**config.mk**
```make
export PLATFORM = sky130hd
export DESIGN_NAME = imem_loader
export DESIGN_NICKNAME = d
export VERILOG_FILES = /design/src/rtl/imem_loader.sv
export SDC_FILE = /design/constraint.sdc
export NUM_CORES = 1
export LEC_CHECK = 0
export ABC_AREA = 0
export CAP_MARGIN = 20
export CORE_AREA = 5 5 419 256
export CTS_BUF_LIST = sky130_fd_sc_hd__clkbuf_4
export DETAILED_ROUTE_END_ITERATION = 10
export DIE_AREA = 0 0 424 261
export PLACE_DENSITY_LB_ADDON = 0.3
export SYNTH_ARGS = -nofsm -noshare
export SYNTH_HDL_FRONTEND = slang
export SYNTH_SLANG_ARGS = --single-unit
export TNS_END_PERCENT = 10
```
**constraint.sdc**
```tcl
create_clock -name clk -period 10.3 [get_ports clk]
set_input_delay 3.09 -clock clk [delete_from_list [all_inputs] [get_ports clk]]
set_output_delay 3.09 -clock clk [all_outputs]
set_load 0.05 [all_outputs]
```
**src/rtl/imem_loader.sv**
```systemverilog
// rtl/imem_loader.sv - loads a 32-word instruction memory from a byte stream and serves CPU fetches
// Byte stream: one header byte (word count N, 0 means 32), then little-endian 32-bit words.
module imem_loader #(
  parameter int DEPTH = 32
) (
  input  logic        clk,
  input  logic        reset,
  input  logic        start,
  input  logic        in_valid,
  input  logic [7:0]  in_data,
  output logic        in_ready,
  input  logic [31:0] pc,
  output logic [31:0] instruction,
  output logic        loading,
  output logic        done,
  output logic [5:0]  word_count
);

  typedef enum logic [1:0] {
    S_IDLE   = 2'd0,
    S_HEADER = 2'd1,
    S_LOAD   = 2'd2,
    S_DONE   = 2'd3
  } state_t;

  state_t      state_q, state_d;
  logic [1:0]  lane_q, lane_d;
  logic [23:0] partial_q, partial_d;
  logic [5:0]  word_count_q, word_count_d;
  logic [5:0]  target_q, target_d;
  logic        mem_we;
  logic [31:0] mem_wdata;
  logic [31:0] mem_q [DEPTH];
  logic        xfer;
  logic [4:0]  rd_idx;
  logic [5:0]  word_count_inc;
  logic [26:0] unused_pc_bits;

  assign in_ready       = (state_q == S_HEADER) || (state_q == S_LOAD);
  assign loading        = in_ready;
  assign done           = (state_q == S_DONE);
  assign word_count     = word_count_q;
  assign xfer           = in_valid && in_ready;
  assign word_count_inc = word_count_q + 6'd1;
  assign mem_wdata      = {in_data, partial_q};

  always_comb begin
    state_d      = state_q;
    lane_d       = lane_q;
    partial_d    = partial_q;
    word_count_d = word_count_q;
    target_d     = target_q;
    mem_we       = 1'b0;
    case (state_q)
      S_IDLE, S_DONE: begin
        if (start) begin
          state_d      = S_HEADER;
          word_count_d = 6'd0;
          lane_d       = 2'd0;
        end
      end
      S_HEADER: begin
        if (xfer) begin
          target_d = (in_data[4:0] == 5'd0) ? 6'd32 : {1'b0, in_data[4:0]};
          state_d  = S_LOAD;
          lane_d   = 2'd0;
        end
      end
      S_LOAD: begin
        if (xfer) begin
          case (lane_q)
            2'd0: partial_d[7:0]   = in_data;
            2'd1: partial_d[15:8]  = in_data;
            2'd2: partial_d[23:16] = in_data;
            default: begin
              mem_we       = 1'b1;
              word_count_d = word_count_inc;
              if (word_count_inc == target_q) state_d = S_DONE;
            end
          endcase
          lane_d = lane_q + 2'd1;
        end
      end
      default: state_d = S_IDLE;
    endcase
  end

  always_ff @(posedge clk) begin
    if (reset) begin
      state_q      <= S_IDLE;
      lane_q       <= 2'd0;
      partial_q    <= 24'd0;
      word_count_q <= 6'd0;
      target_q     <= 6'd0;
    end else begin
      state_q      <= state_d;
      lane_q       <= lane_d;
      partial_q    <= partial_d;
      word_count_q <= word_count_d;
      target_q     <= target_d;
    end
  end

  // Memory is deliberately left out of reset; stale words are hidden by the word_count gate.
  always_ff @(posedge clk) begin
    if (mem_we && !reset) mem_q[word_count_q[4:0]] <= mem_wdata;
  end

  assign rd_idx         = pc[6:2];
  assign unused_pc_bits = {pc[31:7], pc[1:0]};
  assign instruction    = (done && ({1'b0, rd_idx} < word_count_q)) ? mem_q[rd_idx] : 32'h0;

endmodule

```
==> results of run 1 <==
-- stage by stage --
| step | worst slack, ns | instance area [µm²] | instances | hold WS (ns) |
|---|---|---|---|---|
| 3_3_place_gp | 0.766 | 43600 | 3210 | 0.500 |
| 5_1_grt | 0.707 | 46800 | 3631 | 0.557 |
| 2_1_floorplan | 2.10 | 40800 | 1804 | 0.478 |
| 3_5_place_dp | 0.762 | 43600 | 3210 | 0.515 |
| 4_1_cts | 0.740 | 46500 | 3618 | 0.532 |
| 6_report | 0.723 | 46800 | 3631 | 0.528 |
-- area by class of cell --
cell class,instances,area share
tap,1363,0.0364
clock inverter,47,0.00564
multi-input combinational,621,0.190
timing repair buffer,159,0.0351
clock buffer,361,0.0579
antenna,3,0.000160
sequential,1064,0.674
inverter,13,0.00104
-- critical path: stages --
cell	delay, ns
clkdlybuf4s50_1	0.57
buf_4	0.25
nor2b_4	0.48
buf_4	0.27
a22o_1	0.21
a221oi_1	0.11
o22ai_1	0.55
clkdlybuf4s50_1	0.92
-- cells in the final DEF (no fill, tap or decap), drive strengths merged, types with 3 or more instances in the layout --
cell           count
a21oi              9
a221oi            64
a22o              64
and2               3
buf              118
clkbuf           361
clkdlybuf4s50     41
clkinv            36
dfxtp             40
diode              3
edfxtp          1024
ha                17
inv               21
mux2i             30
mux4             256
nand2              9
nand2b             4
nand3             13
nor2              78
nor2b              6
o21ai              6
o22ai             32
xnor2              6
xor2               4
-- path summary, 6_finish.rpt --
path | start | to | slack [ns] | depth (start not counted)
worst max-delay path | pc[5] | instruction[16] | 0.72 | 8
worst min register to register | target_q[4]$_SDFFE_PP0P_ | target_q[4]$_SDFFE_PP0P_ | 0.53 | 2
worst max register to register | state_q[0]$_SDFFE_PP0P_ | mem_q[4][30]$_DFFE_PP_ | 6.29 | 7
worst min-delay path | target_q[4]$_SDFFE_PP0P_ | target_q[4]$_SDFFE_PP0P_ | 0.53 | 2
-- layer usage --
layer	wire length, µm	global-route usage	vias to the layer above	share of wire
met5	0	0	-	0
met4	2540	0.0675	0	0.024
met3	9340	0.0518	165	0.090
met2	47300	0.285	910	0.45
met1	44900	0.270	10700	0.43
li1	-	-	8448	-
-- registers in the layout, indices dropped and copies added (netlist names) --
signal,count
lane_q,2
mem_q,1024
partial_q,24
target_q,6
word_count,6
state_q,2
-- cells by family (layout without fill, tap and decap cells) --
kind of cell,Yosys count,count (layout)
compound gates,182,182
xor+xnor,10,10
fa+ha+maj,17,17
buf+inv,119,580
flops,1064,1064
mux,288,288
other cells,0,3
simple gates,124,124
-- power breakdown --
group | internal (mW) | switching (mW)
sequential | 4.72 | 0.0238
combinational | 0.147 | 0.223
clock | 1.62 | 1.64
total | 6.49 | 1.88
==> metrics, run 1 <==
status=finished, final reports clean; synth cell count leaders=1024 x edfxtp_1, 256 x mux4_2, 78 x nor2_1, 64 x a22o_1, 54 x clkbuf_1; Area Overhead vs Synth=14.9%; post-synthesis xor/xnor area fraction=0.00215; gr usage total=0.190; final RePlAce weighted congestion=0.762; Clock Pin Slew Worst Setup and Hold Paths=0.07 ns; worst setup skew after layout=0.0768 ns; Yosys cell types=38; main combinational cell family by area after synthesis=multiplexers; Bufs on Longest Clock Path=3; core box area=0.103 mm²; CP startpoint kind=input pin; largest net degree at the start of global routing=57; die footprint=0.111 mm²; unrepaired setup endpoints after global routing=false; Synth Flop Type=edfxtp_1; final hold vios=0; actual slew at the worst max-slew pin=1.08 ns; Initial DRC Count=2275; Avg Cell Area, Syn=22.6 µm²; simple-gate share of the synthesized area=0.0135; total grt overflow=0; top-count cell post-synth=edfxtp_1; total setup buffers inserted after CTS=0; pwr dens=179 mW/mm²; Post-Synthesis Cells=1804; hpwl dp=57.4 mm; first-pass GRT wire length=150 mm; # hold bufs at CTS=0; Final Util=0.453; CP endpoint kind=output port; synthesized area=0.0408 mm²; post-synthesis async set-or-reset flop share=0; # rows=92; I/O pins=85; CTS Root Cell=clkbuf_4; DRC viols=0; setup_tns=0 ns; Synth Register Bits=1064; clk_lat worst skew=1.15 ns; IO Port Bufs=57; Syn Nets=1865; CTS HTree Levels=4; Setup Viol. Count Final=0; layout cells sized above 1=0.365; # resized after CTS=0; register area=0.0316 mm²; # Max-Cap Violations=0; Synth area leaders=edfxtp_1 75%, mux4_2 14%, dfxtp_1 2.0%; compound-cell area share of the yosys netlist=0.0404; post-synthesis adder-cell area fraction=0.00522; Hold Path Class=reg2reg; final slew viol count=0; CTS tree=built; Via-to-Cell Ratio=5.58; number of global-route vias before repair=21100; area taken by multi-input logic gates=0.00890 mm²; TritonCTS Sinks=1064; yosys warns=0; Power, Total=8.37 mW; number of buffers created by CTS=230; vias=20300; drt pass-1 iters=6; Synth top area share=0.754; mux share of post-synthesis cell area=0.149; total length of routed wires=104 mm; Die Y=261 µm; Fillers=8678; Initial Utilization=0.394; post-synth top area cell=edfxtp_1; Fmax=104 MHz; antenna-violating nets left=0; Tcrit/Tclk final=0.930; DIE WIDTH=424 µm; EDFF count, synth=1024; DR WL/cell=28.7 µm; critical path arrival=6.49 ns; Seq/Total Area, Yosys=0.774; antenna violations before repair=3; leak pwr=16.1 nW; WP data required=7.21 ns; Slew HR=0.278; NumNets Final=2150; Period minus WS final=9.58 ns; Crit Path Class=in2out; crit path max fanout=9; peak supply drop=0.000109 V
Note: power is estimated with default switching activity, not from simulation.
==> inputs of run 2 (changes only) <==
--- a/config.mk
+++ b/config.mk
@@ -11,6 +11,7 @@
 export CTS_BUF_LIST = sky130_fd_sc_hd__clkbuf_4
 export DETAILED_ROUTE_END_ITERATION = 10
 export DIE_AREA = 0 0 424 261
+export GPL_ROUTABILITY_DRIVEN = 0
 export PLACE_DENSITY_LB_ADDON = 0.3
 export SYNTH_ARGS = -nofsm -noshare
 export SYNTH_HDL_FRONTEND = slang
==> results of run 2 <==
Same layout as run 1: the final DEF is identical, and so are final timing and power.
==> inputs of run 3 (changes only) <==
--- a/config.mk
+++ b/config.mk
@@ -8,7 +8,6 @@
 export ABC_AREA = 0
 export CAP_MARGIN = 20
 export CORE_AREA = 5 5 419 256
-export CTS_BUF_LIST = sky130_fd_sc_hd__clkbuf_4
 export DETAILED_ROUTE_END_ITERATION = 10
 export DIE_AREA = 0 0 424 261
 export GPL_ROUTABILITY_DRIVEN = 0
==> run 3 against run 2 <==
Effect of this change: flip-flop and latch count is the same; global-route usage shrank 0.45 points; largest power group unchanged; via count shrank 4.0%; cell count shrank 6.5%; clock power grew 6.2%; combinational power is essentially flat; first-iteration DRC count grew 6.5%; sequential share of layout area is essentially flat.
==> metrics, run 3 (same netlist as run 1, synthesis figures left out) <==
status=finished, final reports clean; final slew viol count=0 (unchanged); leak pwr=15.8 nW (-2.0%); IO Port Bufs=57 (unchanged); antenna violations before repair=2 (-1); total setup buffers inserted after CTS=0 (unchanged); hpwl dp=57.4 mm (unchanged); clk_lat worst skew=0.69 ns (-0.46 ns); pre-CTS setup slack=0.762 ns (unchanged); DIE WIDTH=424 µm (unchanged); DRC viols=0 (unchanged); first-pass GRT wire length=146 mm (-2.2%); setup_tns=0 ns (unchanged); # rows=92 (unchanged); Crit Path Class=in2out; TritonCTS Sinks=1064 (unchanged); # Max-Cap Violations=0 (unchanged); total grt overflow=0 (unchanged); CTS tree=built; final worst slack=0.768 ns (+0.0450 ns); CP endpoint kind=output port; unrepaired setup endpoints after global routing=false; # hold bufs at CTS=0 (unchanged); # resized after CTS=0 (unchanged); Period minus WS final=9.53 ns (-0.0450 ns); Reg2Reg Depth=7 (unchanged); internal reg-to-reg setup slack=6.35 ns (+0.06 ns); final hold vios=0 (unchanged); number of global-route vias before repair=19900 (-5.3%); total length of routed wires=102 mm (-1.7%); core box area=0.103 mm² (unchanged); antenna-violating nets left=0 (unchanged); Slew HR=0.279 (+0.00117); pwr dens=183 mW/mm² (+2.4%); Clock Pin Slew Worst Setup and Hold Paths=0.06 ns (about the same); WP data required=7.21 ns (about the same); Tcrit/Tclk final=0.925 (-0.00437); die footprint=0.111 mm² (unchanged); CTS HTree Levels=3 (-1); Via-to-Cell Ratio=5.73 (+2.7%); Fmax=105 MHz (+0.47%); largest net degree at the start of global routing=57 (unchanged); Area Overhead vs Synth=14.8% (about the same); layout cells sized above 1=0.291 (-0.0741); worst r2r src=state_q[0]$_SDFFE_PP0P_; Worst Setup SP=pc[5]; gr usage total=0.186 (-0.00447); Bufs on Longest Clock Path=3 (unchanged); RR Endpoint=mem_q[5][13]$_DFFE_PP_; NumNets Final=2015 (-6.3%); n_diodes=0 (-3); Setup Viol. Count Final=0 (unchanged); drt pass-1 iters=5 (-1); I/O pins=85 (unchanged); vias=19400 (-4.0%); most frequent cells in the layout=1024 x edfxtp_1, 256 x mux4_2, 96 x clkbuf_16, 92 x buf_4, 64 x a22o_1; crit path capture=instruction[16]; commonest non-fill, non-tap cell in the layout=edfxtp_1; Hold Path Class=reg2reg; CP startpoint kind=input pin; Die Y=261 µm (unchanged); number of buffers created by CTS=95 (-59%); worst setup skew after layout=0.0306 ns (-0.0462 ns); CTS Root Cell=clkbuf_16; peak supply drop=0.000153 V (+40%); crit path max fanout=9 (unchanged); flip-flop count of the largest register after layout=1024 (unchanged); actual slew at the worst max-slew pin=1.08 ns (-0.00175 ns); DR WL/cell=30.2 µm (+5.2%); Initial Utilization=0.394 (unchanged); critical path arrival=6.44 ns (-0.05 ns); Initial DRC Count=2424 (+6.5%)
## run 3: worst min-delay path by stage
stage / endpoint / slack, ns / from / cells after the start
after floorplan: target_q[5]$_SDFFE_PP0P_ / 0.48 / target_q[5]$_SDFFE_PP0P_ / 2
after global placement: target_q[3]$_SDFFE_PP0P_ / 0.50 / target_q[3]$_SDFFE_PP0P_ / 2
after detailed placement: target_q[4]$_SDFFE_PP0P_ / 0.51 / target_q[4]$_SDFFE_PP0P_ / 2
after CTS: target_q[3]$_SDFFE_PP0P_ / 0.53 / target_q[3]$_SDFFE_PP0P_ / 2
after global routing: target_q[2]$_SDFFE_PP0P_ / 0.56 / target_q[2]$_SDFFE_PP0P_ / 2
final: target_q[4]$_SDFFE_PP0P_ / 0.53 / target_q[4]$_SDFFE_PP0P_ / 2
## run 3: per-stage QoR
stage / hold WS (ns) / power, mW / util / cells / area (µm²)
2_1_floorplan: 0.478 / 5.07 / - / 1804 / 40800
3_3_place_gp: 0.500 / 5.20 / 0.421 / 3210 / 43600
3_5_place_dp: 0.515 / 5.21 / 0.421 / 3210 / 43600
4_1_cts: 0.531 / 8.63 / 0.450 / 3384 / 46600
5_1_grt: 0.556 / 8.86 / 0.452 / 3394 / 46800
6_report: 0.527 / 8.57 / 0.452 / 3394 / 46800
## run 3: area by class of cell
type / instances / area [µm²]
fillers: 8547 / 56700
flip-flops and latches: 1064 / 31600
multi-input cells: 621 / 8900
clock buffers: 116 / 2490
well taps: 1363 / 1710
repair buffers: 159 / 1640
clock inverters: 58 / 488
inverters: 13 / 48.8
## run 3: per-layer routing
metal / GRT usage / part of all wire / vias to the layer above
li1: - / - / 8030
met1: 0.270 / 0.44 / 10500
met2: 0.286 / 0.46 / 731
met3: 0.0430 / 0.077 / 133
met4: 0.0475 / 0.020 / 2
met5: 0 / 0.00013 / -
## run 3: power breakdown
part	internal (mW)	switching, mW
clock	1.86	1.59
sequential	4.73	0.0237
combinational	0.147	0.223
total	6.73	1.83
## run 3: critical path, stage by stage
cell	delay, ns
clkdlybuf4s50_1	0.57
buf_4	0.25
nor2b_4	0.48
buf_4	0.28
a22o_1	0.21
a221oi_1	0.11
o22ai_1	0.51
clkdlybuf4s50_1	0.91
